<file path="src/rtl/tour_sequencer_if.sv">
// Command/response link between the tour sequencer and RemoteComm.
interface tour_sequencer_if;
  logic [15:0] cmd;
  logic        send_cmd;
  logic        cmd_sent;
  logic        resp_rdy;
  logic [7:0]  resp;

  modport master (
    output cmd,
    output send_cmd,
    input  cmd_sent,
    input  resp_rdy,
    input  resp
  );

  modport slave (
    input  cmd,
    input  send_cmd,
    output cmd_sent,
    output resp_rdy,
    output resp
  );
endinterface

</file>
<file path="src/rtl/tour_sequencer.sv">
// Buffers compact move entries, expands them into Knight commands and issues
// them one at a time to RemoteComm, retiring each on an 8'hA5 acknowledgement.
module tour_sequencer #(
  parameter int unsigned DEPTH   = 16,
  parameter int unsigned TMO_CYC = 10_000_000
) (
  input  logic                   clk,
  input  logic                   rst,
  input  logic                   wr_en,
  input  logic [7:0]             wr_data,
  input  logic                   start,
  input  logic                   abort,
  tour_sequencer_if.master       rc,
  output logic                   busy,
  output logic                   done,
  output logic                   err,
  output logic [1:0]             err_code,
  output logic                   full,
  output logic                   empty,
  output logic [$clog2(DEPTH):0] count,
  output logic [7:0]             retired
);

  localparam int unsigned AW = $clog2(DEPTH);
  localparam int unsigned CW = AW + 1;
  localparam int unsigned TW = $clog2(TMO_CYC + 1);
  localparam logic [TW-1:0] TMO_LAST = TW'(TMO_CYC - 1);
  localparam logic [CW-1:0] CNT_FULL = CW'(DEPTH);
  localparam logic [7:0]    ACK      = 8'hA5;

  typedef enum logic [2:0] {
    S_IDLE,
    S_ISSUE,
    S_WAIT_SENT,
    S_WAIT_RESP,
    S_ERR
  } state_t;

  state_t state, state_nxt;

  logic [7:0]    mem [DEPTH];
  logic [AW-1:0] wr_ptr, rd_ptr, rd_ptr_p1;
  logic [CW-1:0] count_nxt;
  logic [TW-1:0] tmo_cnt;
  logic          tmo_hit;
  logic          push, pop;
  logic          clr_run, done_nxt, tmo_clr, err_set, code_set;
  logic [1:0]    code_nxt;
  logic [7:0]    head_nxt;
  logic [15:0]   cmd_nxt;

  // Entry -> 16-bit Knight command.
  function automatic logic [15:0] expand(input logic [7:0] e);
    logic [7:0] heading;
    case (e[5:4])
      2'b00:   heading = 8'h00;
      2'b01:   heading = 8'h3F;
      2'b10:   heading = 8'h7F;
      default: heading = 8'hBF;
    endcase
    if (e[7]) return 16'h2000;
    return {(e[6] ? 4'h5 : 4'h4), heading, e[3:0]};
  endfunction

  assign push      = wr_en && !full && !abort;
  assign rd_ptr_p1 = rd_ptr + AW'(1);
  assign count_nxt = count + CW'(push) - CW'(pop);
  assign tmo_hit   = (tmo_cnt == TMO_LAST);

  // The command is loaded on the edge into ISSUE, so it must look ahead past a
  // pop in progress; with a single entry left the next head is this cycle's push.
  assign head_nxt = (state == S_IDLE)      ? mem[rd_ptr]    :
                    (count > CW'(1))       ? mem[rd_ptr_p1] : wr_data;
  assign cmd_nxt  = expand(head_nxt);

  always_ff @(posedge clk) begin
    if (rst) state <= S_IDLE;
    else     state <= state_nxt;
  end

  always_comb begin
    state_nxt = state;
    pop       = 1'b0;
    clr_run   = 1'b0;
    done_nxt  = 1'b0;
    tmo_clr   = 1'b0;
    err_set   = 1'b0;
    code_set  = 1'b0;
    code_nxt  = 2'b00;
    unique case (state)
      S_IDLE: begin
        if (start) begin
          clr_run = 1'b1;
          if (!empty) state_nxt = S_ISSUE;
          else        done_nxt  = 1'b1;
        end
      end
      S_ISSUE: state_nxt = S_WAIT_SENT;
      S_WAIT_SENT: begin
        if (rc.cmd_sent) begin
          state_nxt = S_WAIT_RESP;
          tmo_clr   = 1'b1;
        end
      end
      S_WAIT_RESP: begin
        if (rc.resp_rdy) begin
          if (rc.resp == ACK && !empty) begin
            pop = 1'b1;
            if (count > CW'(1) || push) begin
              state_nxt = S_ISSUE;
            end else begin
              state_nxt = S_IDLE;
              done_nxt  = 1'b1;
            end
          end else begin
            state_nxt = S_ERR;
            code_set  = 1'b1;
            code_nxt  = 2'b01;
          end
        end else if (tmo_hit) begin
          state_nxt = S_ERR;
          code_set  = 1'b1;
          code_nxt  = 2'b10;
        end
      end
      S_ERR: begin
        err_set   = 1'b1;
        state_nxt = S_IDLE;
      end
      default: state_nxt = S_IDLE;
    endcase
    // abort overrides every transition and side effect of this cycle
    if (abort) begin
      state_nxt = S_IDLE;
      pop       = 1'b0;
      clr_run   = 1'b0;
      done_nxt  = 1'b0;
      err_set   = 1'b0;
      code_set  = 1'b0;
    end
  end

  always_ff @(posedge clk) begin
    if (rst || tmo_clr)                          tmo_cnt <= '0;
    else if (state == S_WAIT_RESP && !tmo_hit)   tmo_cnt <= tmo_cnt + TW'(1);
  end

  always_ff @(posedge clk) begin
    if (push) mem[wr_ptr] <= wr_data;
  end

  // FIFO pointers and registered status.
  always_ff @(posedge clk) begin
    if (rst || abort) begin
      wr_ptr <= '0;
      rd_ptr <= '0;
      count  <= '0;
      full   <= 1'b0;
      empty  <= 1'b1;
    end else begin
      if (push) wr_ptr <= wr_ptr + AW'(1);
      if (pop)  rd_ptr <= rd_ptr_p1;
      count <= count_nxt;
      full  <= (count_nxt == CNT_FULL);
      empty <= (count_nxt == '0);
    end
  end

  // Registered outputs, derived from the state being entered.
  always_ff @(posedge clk) begin
    if (rst) begin
      rc.cmd      <= 16'h0000;
      rc.send_cmd <= 1'b0;
      busy        <= 1'b0;
      done        <= 1'b0;
      err         <= 1'b0;
      err_code    <= 2'b00;
      retired     <= 8'd0;
    end else begin
      rc.send_cmd <= (state_nxt == S_ISSUE);
      busy        <= (state_nxt != S_IDLE);
      done        <= done_nxt;
      if (state_nxt == S_ISSUE) rc.cmd <= cmd_nxt;
      if (abort || clr_run) begin
        err      <= 1'b0;
        err_code <= 2'b00;
      end else begin
        if (err_set)  err      <= 1'b1;
        if (code_set) err_code <= code_nxt;
      end
      if (clr_run)                         retired <= 8'd0;
      else if (pop && retired != 8'hFF)    retired <= retired + 8'd1;
    end
  end

  a_send_pulse: assert property (@(posedge clk) disable iff (rst)
    rc.send_cmd |=> !rc.send_cmd);
  a_count_range: assert property (@(posedge clk) disable iff (rst)
    count <= CNT_FULL);

endmodule

</file>
<file path="src/flat_wrapper.sv">
// flat-port wrapper written by rule: the top's interface ports become plain ports
module tour_sequencer_flat 
#(
  parameter int unsigned DEPTH   = 16,
  parameter int unsigned TMO_CYC = 10_000_000
)
  (clk, rst, wr_en, wr_data, start, abort, busy, done, err, err_code, full, empty, count, retired, rc_cmd, rc_send_cmd, rc_cmd_sent, rc_resp_rdy, rc_resp);
  tour_sequencer_if rc_i ();
  input  logic clk;
  input  logic rst;
  input  logic wr_en;
  input  logic [7:0] wr_data;
  input  logic start;
  input  logic abort;
  output logic busy;
  output logic done;
  output logic err;
  output logic [1:0] err_code;
  output logic full;
  output logic empty;
  output logic [$clog2(DEPTH):0] count;
  output logic [7:0] retired;
  output wire logic [$bits(rc_i.cmd)-1:0] rc_cmd;
  output wire logic [$bits(rc_i.send_cmd)-1:0] rc_send_cmd;
  input wire logic [$bits(rc_i.cmd_sent)-1:0] rc_cmd_sent;
  input wire logic [$bits(rc_i.resp_rdy)-1:0] rc_resp_rdy;
  input wire logic [$bits(rc_i.resp)-1:0] rc_resp;
  assign rc_cmd = rc_i.cmd;
  assign rc_send_cmd = rc_i.send_cmd;
  assign rc_i.cmd_sent = rc_cmd_sent;
  assign rc_i.resp_rdy = rc_resp_rdy;
  assign rc_i.resp = rc_resp;
  tour_sequencer #(.DEPTH(DEPTH), .TMO_CYC(TMO_CYC)) u_core (.clk(clk), .rst(rst), .wr_en(wr_en), .wr_data(wr_data), .start(start), .abort(abort), .rc(rc_i), .busy(busy), .done(done), .err(err), .err_code(err_code), .full(full), .empty(empty), .count(count), .retired(retired));
endmodule
</file>
<file path="config.mk">
export PLATFORM = sky130hd
export DESIGN_NAME = tour_sequencer_flat
export DESIGN_NICKNAME = d
export VERILOG_FILES = /design/src/rtl/tour_sequencer_if.sv /design/src/rtl/tour_sequencer.sv /design/src/flat_wrapper.sv
export SDC_FILE = /design/constraint.sdc
export NUM_CORES = 1
export LEC_CHECK = 0
export BUFFER_PORTS_ARGS = -buffer_cell sky130_fd_sc_hd__buf_4
export CORE_MARGIN = 10
export CORE_UTILIZATION = 47
export CTS_BUF_LIST = sky130_fd_sc_hd__clkbuf_4
export DETAILED_ROUTE_END_ITERATION = 8
export PLACE_DENSITY = 0.62
export SLEW_MARGIN = 20
export SYNTH_ARGS = -nofsm -noshare
export SYNTH_HDL_FRONTEND = slang
export SYNTH_SLANG_ARGS = --single-unit
</file>
<file path="constraint.sdc">
create_clock -name clk -period 3.6 [get_ports clk]
set_input_delay 0.9 -clock clk [delete_from_list [all_inputs] [get_ports clk]]
set_output_delay 0.9 -clock clk [all_outputs]
set_load 0.02 [all_outputs]
</file>
Word-level counts from Yosys, hierarchy flattened. Memories as Yosys holds them, arrays and structs flattened. A register that Yosys moved wholly into a read port is not among the register bits. Cells that the tools add are included.

Bits in registers: 72. Bits in latches: 0. Memory bits (writable): 128. Bits in read-only memories: 0. Output and inout bits: 37. Logic and storage cells: 99. Memories: 1.

Memories: u_core.mem (words 16, bits a word 8, read ports 2, clocked after Yosys merged registers in 1, wr ports 1, RTL line tour_sequencer.sv:41) `logic [7:0] mem [DEPTH];`.

Add/subtract/negate cells: 6. Multiply operators: 0. Div/mod/pow operators: 0. Order comparisons: 1. Equality and inequality tests: 11. Shift-type cells: 0. Mux-type cells: 46. Bitwise operators: 0. Reductions and logical operators: 20.

Operators with widths (number): $mux 16 (2); $mux 1 (27); $add 24x1->24 const B (1); $eq 24x24->1 const B (1); $pmux 8 s3 (1); $mux 3 (7); $mux 8 (2); $pmux 3 s4 (1); $add 4x1->4 const B (2); $add 8x1->8 const B (1); $eq 8x8->1 const B (1); $mux 4 (2); $ne 8x8->1 const B (1); $eq 3x1->1 const B (2); $eq 3x2->1 const B (2); $mux 2 (3); $reduce_or 2->1 (3); $add 5x1->5 (1); $eq 5x5->1 const B (1); $gt 5x1->1 const B (1); $logic_and 1x1->1 (5); $logic_not 5->1 (1); $sub 5x1->5 (1); $logic_not 1->1 (4); 8 further kinds (11).

Depth between registers and ports, before layout. Gate-level depths: netlist of the first run.

Depth after elaboration: 10. Gate-level depth with buffers: 14. Gate-level depth less buffers: 13.

Worst setup path before layout of the first run. No wires, ideal clock.

Kind: in2reg. From: input port rc_resp[6]. To: register u_core.empty. Library setup time: 74 ps. Data arrival time: 3144 ps. Data required time: 3526 ps. Path slack: 382 ps. Cell stages on the path: 13. Buffers on the path: 0. Path through: nand4bb_1 or4_1 nor2_1 ha_1 inv_1 ha_1 fa_1 a21oi_1 nor2_1 nor2_1 xnor2_1 inv_1 o21ai_0.

Word-level cells in the longest chain between the ends: 8.

Ends and longest elaborated chain: start: declaration (RTL line flat_wrapper.sv:27) `input wire logic [$bits(rc_i.resp)-1:0] rc_resp;`; $eq 8x8->1 (RTL line tour_sequencer.sv:107) `if (rc.resp == ACK && !empty) begin`; $logic_and 1x1->1 (RTL line tour_sequencer.sv:107); $mux 1 (RTL line tour_sequencer.sv:107); $mux 1 (RTL line tour_sequencer.sv:106) `if (rc.resp_rdy) begin`; $mux 1 (RTL line tour_sequencer.sv:90) `unique case (state)`; $mux 1 (RTL line tour_sequencer.sv:133) `if (abort) begin`; net u_core.pop (RTL line tour_sequencer.sv:46) `logic push, pop;`; $sub 5x1->5 (RTL line tour_sequencer.sv:67) `assign count_nxt = count + CW'(push) - CW'(pop);`; $logic_not 5->1 (RTL line tour_sequencer.sv:165) `empty <= (count_nxt == '0);`; end signal: assignment (RTL line tour_sequencer.sv:165); end: declaration (RTL line tour_sequencer.sv:19) `output logic empty,`.

The timed path passes the listed nets, and every way through them passes these cells. A chain may end at the register's enable or synchronous reset.

Final worst setup path of the first run.
From: register u_core.rd_ptr[1]. To: register u_core.rc.cmd[3].

Word-level cells in the longest chain between the ends: 6.

Ends and longest elaborated chain: start: declaration (RTL line tour_sequencer.sv:42) `logic [AW-1:0] wr_ptr, rd_ptr, rd_ptr_p1;`; start signal: assignment (RTL line tour_sequencer.sv:162) `if (pop) rd_ptr <= rd_ptr_p1;`; $add 4x1->4 (*) (RTL line tour_sequencer.sv:66) `assign rd_ptr_p1 = rd_ptr + AW'(1);`; net u_core.rd_ptr_p1[1] (RTL line tour_sequencer.sv:42); $mem_v2 16x8 (*); $mux 8 (*) (RTL line tour_sequencer.sv:73) `(count > CW'(1)) ? mem[rd_ptr_p1] : wr_data;`; $mux 8 (*) (RTL line tour_sequencer.sv:72) `assign head_nxt = (state == S_IDLE) ? mem[rd_ptr] :`; $mux 1 (RTL line tour_sequencer.sv:61) `if (e[7]) return 16'h2000;`; $mux 16 (*) (RTL line tour_sequencer.sv:62) `return {(e[6] ? 4'h5 : 4'h4), heading, e[3:0]};`; end signal: assignment (RTL line tour_sequencer.sv:183) `if (state_nxt == S_ISSUE) rc.cmd <= cmd_nxt;`; end: declaration (RTL line tour_sequencer_if.sv:10) `output cmd,`.

The timed path passes the listed nets; every way through them passes the cells marked *.

==> impl_metrics.yaml, run 1 <==
outcome:
  status: "complete, no violations"
worst_setup_path:
  setup.worst_path.start: "u_core.rd_ptr[1]"
  worstSetupEndpointType: "flip-flop"
  r2r_end: "u_core.rc.cmd[3]"
  r2r-start: "u_core.rd_ptr[1]"
  worstSetupStartpointType: "flip-flop"
  setup.worst_path.end: "u_core.rc.cmd[3]"
  reg2reg_depth: 8
  reg2reg_slack_ns: 0.58
  critical_path_arrival_ns: 3.51
  worstPathMaxFanout: 19
  critPathKind: "flip-flop to flip-flop"
  worst-endpoint-required_ns: 4.09
timing:
  whs_ns: 0.4813
  max_freq_mhz: 331.1
  fin_crit_sh_pct: 83.91
  rsz0062_at_grt: "false"
  setup_viol: 0
  tightest_slew_ns: 0.8888
  setup_tns_ns: 0
  slew_violations: 0
  hold_violations: 0
  min_period_ns: 3.021
  slew-limit-headroom_pct: 40.75
  fin_skew_ns: 0.02092
yosys:
  yosysTopAreaCell: "edfxtp_1"
  ys_warn_count: 0
  netlist.area_leader.share_pct: 41.15
  synth_edf_count: 128
  ys_seq_area_share_pct: 56.15
  ys_types: 58
  syn_area_sq_um: 9341
  synthCells: 650
  synth-main-ff-cell: "edfxtp_1"
  syn_nets: 690
  yosys.cell_count.top_type: "edfxtp_1"
  synth.avg_cell_area_sq_um: 14.37
  async_flop_share_pct: 0
  synthTopCellsByCount: "edfxtp_1, nor2_1, mux4_2"
  netlist_top_cells_area: "edfxtp_1, mux4_2, dfxtp_1"
  ys_seq_elements: 198
cells_and_area:
  instances_no_fill: 1005
  drive_gt1_share_pct: 29.91
  syn2layout_area_growth_pct: 12.39
  layout.nets: 766
drt:
  drt_iter0_markers: 446
  vias_per_cell: 5.803
  vias: 5832
  wl_mm: 22.02
  drc: 0
  drt-pass1-iter-count: 6
  ant_nets: 0
  wire_per_inst_microns: 21.91
floorplanning:
  coreArea_sq_um: 19530
  die_x_microns: 161.0
  fp.dieH_microns: 161.0
  fp-row-count: 51
  start_util_pct: 47.84
  ioPinCount: 60
  dieArea_sq_um: 25910
clocking:
  clk_latency_ns: 0.57
  cts_tree: "built"
  post_cts.repair.setup_buffers: 0
  h-tree-depth: 4
  clock_sinks: 198
  root_buffer: "clkbuf_4"
  ctsResizeCount: 0
  ctsHoldBuffers: 0
  clk_pin_slew_worst_paths_ns: 0.17
  clockBufferDepth: 2
  cts_buffers: 17
job:
  max-cap-violations: 0
pwr:
  p_per_area_nw_per_um2: 359.0
  p_leak_nw: 3.543
  ir_worst_vdd_uv: 249.1
  power_mw: 3.769
global_routing:
  grt_pass1_vias: 5968
  grt_overflow_total: 0
  grt_use_total_pct: 17.12
  grt_pass1_wl_mm: 34.49
  grt_max_degree: 35
  antenna_found_initial: 1
place:
  dp.cells: 972
  hpwl_mm: 15.53
  gp_congestion: 0.8176
  port_buffers: 58
hold_path:
  hold_path.class: "flip-flop to flip-flop"
report_power, final:
part	internal, mW	switching (mW)	total (mW)
logic	0.0584	0.0905	0.149
registers	2.42	0.00744	2.43
clock network	0.384	0.804	1.19
total	2.87	0.902	3.77
metrics by stage:
stage,worst slack (ns),instance area [sq um],util [%]
floorplan,0.3817,9341,-
detailed placement,0.06321,10200,52.24
finish,0.5794,10500,53.77
global placement,0.1188,10200,52.24
global route,0.3885,10500,53.77
CTS,0.5412,10500,53.75
area by class of cell:
cell class                      instances  area (sq um)
Clock buffer                           18         135.1
Fill cell                            1639          9027
Clock inverter                         14         161.4
Timing Repair Buffer                   99         755.7
Antenna cell                            1         2.502
Multi-Input combinational cell        395          3810
Sequential cell                       198          5246
Tap cell                              265         331.6
Inverter                               15         56.30
cell usage in the layout (no fill, tap or decap), types with 3 or more instances in the layout:
cell type / count
nor2_1: 80
nand2b_1: 7
or3_1: 4
o21bai_1: 3
nand4_1: 6
o21ai_0: 5
nor4b_1: 3
inv_8: 3
o21ai_1: 9
clkinv_8: 3
nand2_1: 32
and2_1: 7
nor4_1: 3
inv_1: 15
or2_1: 5
mux4_2: 77
nor2b_1: 3
nor3_1: 9
xnor2_1: 13
xor2_1: 25
inv_6: 3
mux2i_1: 15
nand3_1: 18
o2bb2ai_1: 6
buf_4: 98
edfxtp_1: 128
clkbuf_4: 18
o31ai_1: 3
dfxtp_1: 69
a21oi_1: 11
ha_1: 15
per-layer routing:
layer | part of all wire [%] | global-route usage, %
met4 | 1.1 | 4.715
met5 | 0 | 0
met2 | 50 | 29.08
met1 | 42 | 21.84
met3 | 6.5 | 3.457
logic make-up (layout without fill, tap and decap cells):
| kind of cell | Yosys count | in the layout | synth area share (%) |
|---|---|---|---|
| xor+xnor | 38 | 38 | 3.563 |
| compound gates | 48 | 48 | 3.656 |
| mux | 92 | 92 | 20.17 |
| buf+inv | 57 | 146 | 3.094 |
| flops | 198 | 198 | 56.15 |
| simple gates | 199 | 199 | 10.97 |
| other cells | 1 | 2 | 0.04014 |
| fa+ha+maj | 17 | 17 | 2.357 |
worst min-delay path by stage:
stage	depth (start not counted)	from	end
detailed placement	2	u_core.rc.cmd[13]	u_core.rc.cmd[13]
finish	2	u_core.rc.cmd[13]	u_core.rc.cmd[13]
global placement	2	u_core.rc.cmd[13]	u_core.rc.cmd[13]
global route	2	u_core.rc.cmd[13]	u_core.rc.cmd[13]
floorplan	2	u_core.tmo_cnt[23]	u_core.tmo_cnt[23]
CTS	2	u_core.rc.cmd[13]	u_core.rc.cmd[13]
sequential cells by signal, indices dropped and copies added (netlist names), named ones only:
register,flops
u_core.wr_ptr,4
u_core.state,3
u_core.busy,1
u_core.done,1
u_core.retired,8
u_core.rc.cmd,10
u_core.rd_ptr,4
u_core.rc.send_cmd,1
u_core.tmo_cnt,24
u_core.full,1
u_core.err,1
u_core.err_code,2
u_core.count,5
u_core.empty,1
u_core.mem,128
worst max-delay path: stages, from the launching register on:
cell	delay, ns
dfxtp_1	0.36
ha_2	0.77
buf_4	0.27
mux4_2	0.51
mux4_2	0.47
mux2i_1	0.15
nand2_1	0.07
o21ai_1	0.24
o2bb2ai_1	0.09
Power figures use the tool's default switching activity.
==> inputs of run 2 (changes only) <==
Clock period 3.6 ns to 3.1 ns, I/O delays scaled along.
==> run 2 against run 1 <==
Effect of this change:
- hold slack got worse by 0.039 ns
- global-route usage about the same
- die area unchanged
- maximum frequency increased by 5.8%
- clock skew increased by 0.0073 ns
- non-clock buffer count increased by 6
- final area increased by 0.39%
- highest routed layer unchanged
==> impl_metrics.yaml, run 2 (same netlist as run 1, synthesis figures left out) <==
timing:
  slew_violations: 0
  rsz0062_at_grt: "false"
  max_freq_mhz: 350.4
  tightest_slew_ns: 0.8106
  setup_viol: 0
  fin_skew_ns: 0.02825
  hold_violations: 0
  slew-limit-headroom_pct: 45.96
  min_period_ns: 2.854
  fin_crit_sh_pct: 92.06
global_routing:
  grt_pass1_wl_mm: 34.16
  grt_use_total_pct: 17.08
  grt_pass1_vias: 5943
  grt_overflow_total: 0
  grt_max_degree: 35
  antenna_found_initial: 1
worst_setup_path:
  cpMostUsedCell: "buf_4"
  critical_path_arrival_ns: 3.39
  cp_cell_sequence: "buf_4, nand3_1, xor2_1, buf_4, buf_4, nor4b_1, a21o_1, o22ai_2, nor2_1, a32o_1"
  worstSetupEndpointType: "flip-flop"
  worst-endpoint-required_ns: 3.63
  cpPeakStageDelay_ns: 0.49
  slowest_stage: "buf_4"
  critPathKind: "flip-flop to flip-flop"
  worstSetupStartpointType: "flip-flop"
  worstPathMaxFanout: 34
clocking:
  clk_pin_slew_worst_paths_ns: 0.16
  root_buffer: "clkbuf_4"
  clock_sinks: 198
  cts_buffers: 17
  ctsHoldBuffers: 0
  cts_tree: "built"
  h-tree-depth: 4
  clockBufferDepth: 2
  clk_latency_ns: 0.58
pwr:
  p_per_area_nw_per_um2: 418.2
  swShare_pct: 23.21
  power_mw: 4.407
  intPower_mw: 3.385
  power.switching_mw: 1.023
  p_clk_share_pct: 31.9
  comb_power_share_pct: 4.0
  p_leak_nw: 3.558
  ir_worst_vdd_uv: 247.2
  seqPwrFrac_pct: 64.1
cells_and_area:
  max_flop_register: "u_core.mem"
  final_common_cell: "edfxtp_1"
  layout.nets: 772
  postLayoutCoreUtil_pct: 53.98
  drive_gt1_share_pct: 30.65
  largest_reg_flops: 128
  reg_top3: "u_core.mem x128, u_core.tmo_cnt x24, u_core.rc.cmd x10"
  syn2layout_area_growth_pct: 12.83
  final_cell_mix: "edfxtp_1, buf_4, nor2_1"
drt:
  ant_nets: 0
  drt-pass1-iter-count: 5
  vias: 5865
  drt_iter0_markers: 524
  vias_per_cell: 5.807
  drc: 0
  wire_per_inst_microns: 21.73
  wl_mm: 21.95
place:
  port_buffers: 58
  hpwl_mm: 15.70
  gp_congestion: 0.8224
floorplanning:
  dieArea_sq_um: 25910
  ioPinCount: 60
  coreArea_sq_um: 19530
  fp-row-count: 51
  fp.dieH_microns: 161.0
  start_util_pct: 47.84
  die_x_microns: 161.0
hold_path:
  hold_path.class: "input port to flip-flop"
job:
  max-cap-violations: 0
outcome:
  status: "complete, no violations"
-- run 2: cell count changes in the layout (fill, tap and decap cells not counted) --
cell / before / now
nor2_2: 0 / 1
bufinv_16: 1 / 2
nor2_1: 80 / 79
clkinvlp_4: 0 / 2
clkinv_8: 3 / 0
clkinv_4: 1 / 2
clkbuf_4: 18 / 17
buf_4: 98 / 104
clkinv_1: 1 / 0
-- run 2: final timing paths --
kind,from,endpoint,slack [ns],depth (start not counted)
setup / recovery,u_core.rd_ptr[0],u_core.rc.cmd[11],0.25,10
hold / removal,rst,u_core.busy,0.44,2
setup reg to reg,u_core.rd_ptr[0],u_core.rc.cmd[11],0.25,10
hold reg to reg,u_core.rc.cmd[13],u_core.rc.cmd[13],0.48,2
-- run 2: cell type report --
class	count	area (sq um)
clock buffer	17	127.6
tap	265	331.6
fill	1604	8986
sequential	198	5246
multi-input combinational	395	3812
timing repair buffer	105	800.8
clock inverter	14	162.7
inverter	15	56.30
antenna	1	2.502
-- run 2: power groups by stage --
stage          Combinational (mW)  Sequential [mW]  Clock [mW]
6_report                    0.177             2.82        1.41
4_1_cts                     0.179             2.82        1.44
3_5_place_dp                0.178             2.88           0
2_1_floorplan              0.0868             2.88           0
5_1_grt                     0.194             2.83        1.56
3_3_place_gp                0.172             2.88           0
-- run 2: timing repair --
action                                  4_1_cts  5_1_grt
setup buffers                                 0        0
gates resized for setup                       0        1
endpoints found under the setup margin        0        1
-- run 2: worst max-delay path, delay by kind of cell (launching register included) --
kind            cells  cell delay [ns]
buf+inv             3             0.90
xor+xnor            1             0.20
simple gates        3             0.88
flops               1             0.37
compound gates      3             0.47
-- run 2: layer usage --
layer / global-route usage [%] / wire [microns] / vias to the layer above / part of all wire [%]
met5: 0 / 0 / - / 0
met4: 4.591 / 321 / 0 / 1.5
met3: 3.457 / 1372 / 21 / 6.3
met2: 29.00 / 11160 / 235 / 51
met1: 21.83 / 9096 / 2978 / 41
li1: - / - / 2631 / -
-- run 2: stage by stage --
step	setup TNS [ns]	instance area (sq um)	hold WS, ns	cells	setup slack, ns
2_1_floorplan	0	9341	0.4706	650	0.006698
3_3_place_gp	-0.6319	10240	0.4471	978	-0.2250
3_5_place_dp	-0.7218	10240	0.4585	978	-0.2606
4_1_cts	0	10540	0.4050	1009	0.2007
5_1_grt	0	10540	0.4042	1010	0.02013
6_report	0	10540	0.4422	1010	0.2460
==> inputs of run 3 (changes only) <==
==> constraint.sdc (replaced) <==
create_clock -name clk -period 3.1 [get_ports clk]
set_input_delay 0.62 -clock clk [delete_from_list [all_inputs] [get_ports clk]]
set_output_delay 0.62 -clock clk [all_outputs]
set_load 0.02 [all_outputs]
==> run 3 against run 2 <==
Effect of this change:
- clock skew grew 0.0075 ns
- setup slack gained 0.0023 ns
- via count shrank 0.97%
- largest power group unchanged
- final area shrank 0.27%
- sequential power is essentially flat
- global-route usage grew 0.15 points
- wire length grew 1.9%
- combinational power is essentially flat
- largest cell class unchanged
- final cell count shrank 0.59%
- sequential cell count is the same
- sequential share of layout area grew 0.14 points
==> impl_metrics.yaml, run 3 (same netlist as run 1, synthesis figures left out) <==
outcome:
  status: "complete, no violations"
cells_and_area:
  final_common_cell: "edfxtp_1"
  instances_no_fill: 1004
  largest_reg_flops: 128
  syn2layout_area_growth_pct: 12.52
  drive_gt1_share_pct: 29.81
  reg_top3: "u_core.mem x128, u_core.tmo_cnt x24, u_core.rc.cmd x10"
  final_cell_mix: "edfxtp_1, buf_4, nor2_1"
  postLayoutCoreUtil_pct: 53.83
  max_flop_register: "u_core.mem"
  layout.nets: 765
place:
  dp.cells: 971
  hpwl_mm: 15.35
  pre_cts_slack_ns: -0.1334
  gp_congestion: 0.8089
  port_buffers: 58
timing:
  whs_ns: 0.2572
  rsz0062_at_grt: "false"
  min_period_ns: 2.852
  fin_crit_sh_pct: 91.99
  finalWorstSetupSlack_ns: 0.2483
  slew-limit-headroom_pct: 45.25
  tightest_slew_ns: 0.8212
  slew_violations: 0
  hold_violations: 0
  setup_viol: 0
  max_freq_mhz: 350.7
  fin_skew_ns: 0.03577
global_routing:
  grt_overflow_total: 0
  grt_use_total_pct: 17.23
  grt_pass1_wl_mm: 34.56
  grt_pass1_vias: 5947
  grt_max_degree: 35
  antenna_found_initial: 1
pwr:
  p_per_area_nw_per_um2: 424.8
  seqPwrFrac_pct: 63.2
  p_clk_share_pct: 32.8
  power.switching_mw: 1.069
  swShare_pct: 23.93
  comb_power_share_pct: 4.0
  p_leak_nw: 3.537
  intPower_mw: 3.397
  ir_worst_vdd_uv: 227.3
worst_setup_path:
  cp_cell_sequence: "ha_2, buf_12, mux4_2, mux2i_1, o31ai_1, o32ai_2, nand2_1, a32o_1"
  worstSetupEndpointType: "flip-flop"
  worstPathMaxFanout: 11
  worst-endpoint-required_ns: 3.62
  slowest_stage: "ha_2"
  cpPeakStageDelay_ns: 0.61
  critical_path_arrival_ns: 3.37
  critPathKind: "flip-flop to flip-flop"
  worstSetupStartpointType: "flip-flop"
clocking:
  h-tree-depth: 4
  clk_pin_slew_worst_paths_ns: 0.17
  root_buffer: "clkbuf_4"
  cts_tree: "built"
  clock_sinks: 198
  clk_latency_ns: 0.61
  cts_buffers: 17
  clockBufferDepth: 2
drt:
  drt_iter0_markers: 466
  wire_per_inst_microns: 22.28
  wl_mm: 22.37
  vias_per_cell: 5.785
  drc: 0
  ant_nets: 0
  drt-pass1-iter-count: 7
  vias: 5808
hold_path:
  hold_path.class: "input port to flip-flop"
floorplanning:
  fp-row-count: 51
  start_util_pct: 47.84
  die_x_microns: 161.0
  ioPinCount: 60
  fp.dieH_microns: 161.0
  dieArea_sq_um: 25910
  coreArea_sq_um: 19530
job:
  max-cap-violations: 0
## run 3: final timing paths
path	start	to	slack, ns	cells after the start
worst min register to register	u_core.rc.cmd[13]	u_core.rc.cmd[13]	0.48	2
worst max-delay path	u_core.rd_ptr[1]	u_core.rc.cmd[9]	0.25	8
worst max register to register	u_core.rd_ptr[1]	u_core.rc.cmd[9]	0.25	8
worst min-delay path	rst	u_core.rc.cmd[13]	0.26	2
## run 3: worst max-delay path, delay by kind of cell, from the launching register on
kind / cells / cell delay, ns
AO/OA/AOI/OAI: 3 / 0.81
adder cells (fa/ha/maj): 1 / 0.61
buffers and inverters: 1 / 0.22
flip-flops: 1 / 0.35
multiplexers: 2 / 0.68
AND/OR/NAND/NOR: 1 / 0.11
## run 3: repair_timing
| item | CTS | global route |
|---|---|---|
| gates resized for setup | 0 | 1 |
| hold buffers | 0 | 0 |
| buffers inserted | 0 | 0 |
| endpoints found under the setup margin | 0 | 2 |
## run 3: through the flow
stage,area (sq um),TNS [ns],power (mW)
finish,10510,0,4.466
global route,10510,0,4.618
global placement,10190,-0.1992,3.053
CTS,10510,0,4.500
detailed placement,10190,-0.3189,3.059
floorplan,9341,0,2.972
## run 3: per-layer routing
metal  GRT usage, %  routed length [microns]
met3          4.423                     1494
met1          21.86                     9456
met5              0                        0
met4          5.087                      407
met2          28.53                    11010
## run 3: final cells by class
class | instances | area [sq um]
diodes | 1 | 2.502
clock buffers | 17 | 127.6
clock inverters | 15 | 186.4
fillers | 1626 | 9015
inverters | 15 | 56.30
multi-input cells | 395 | 3812
flip-flops and latches | 198 | 5246
well taps | 265 | 331.6
repair buffers | 98 | 748.2
## run 3: power by group through the flow
stage               Combinational, mW  Sequential, mW  Clock, mW
global route                    0.195            2.83       1.60
global placement                0.171            2.88          0
detailed placement              0.177            2.88          0
finish                          0.179            2.82       1.46
floorplan                      0.0868            2.88          0
CTS                             0.178            2.82       1.50
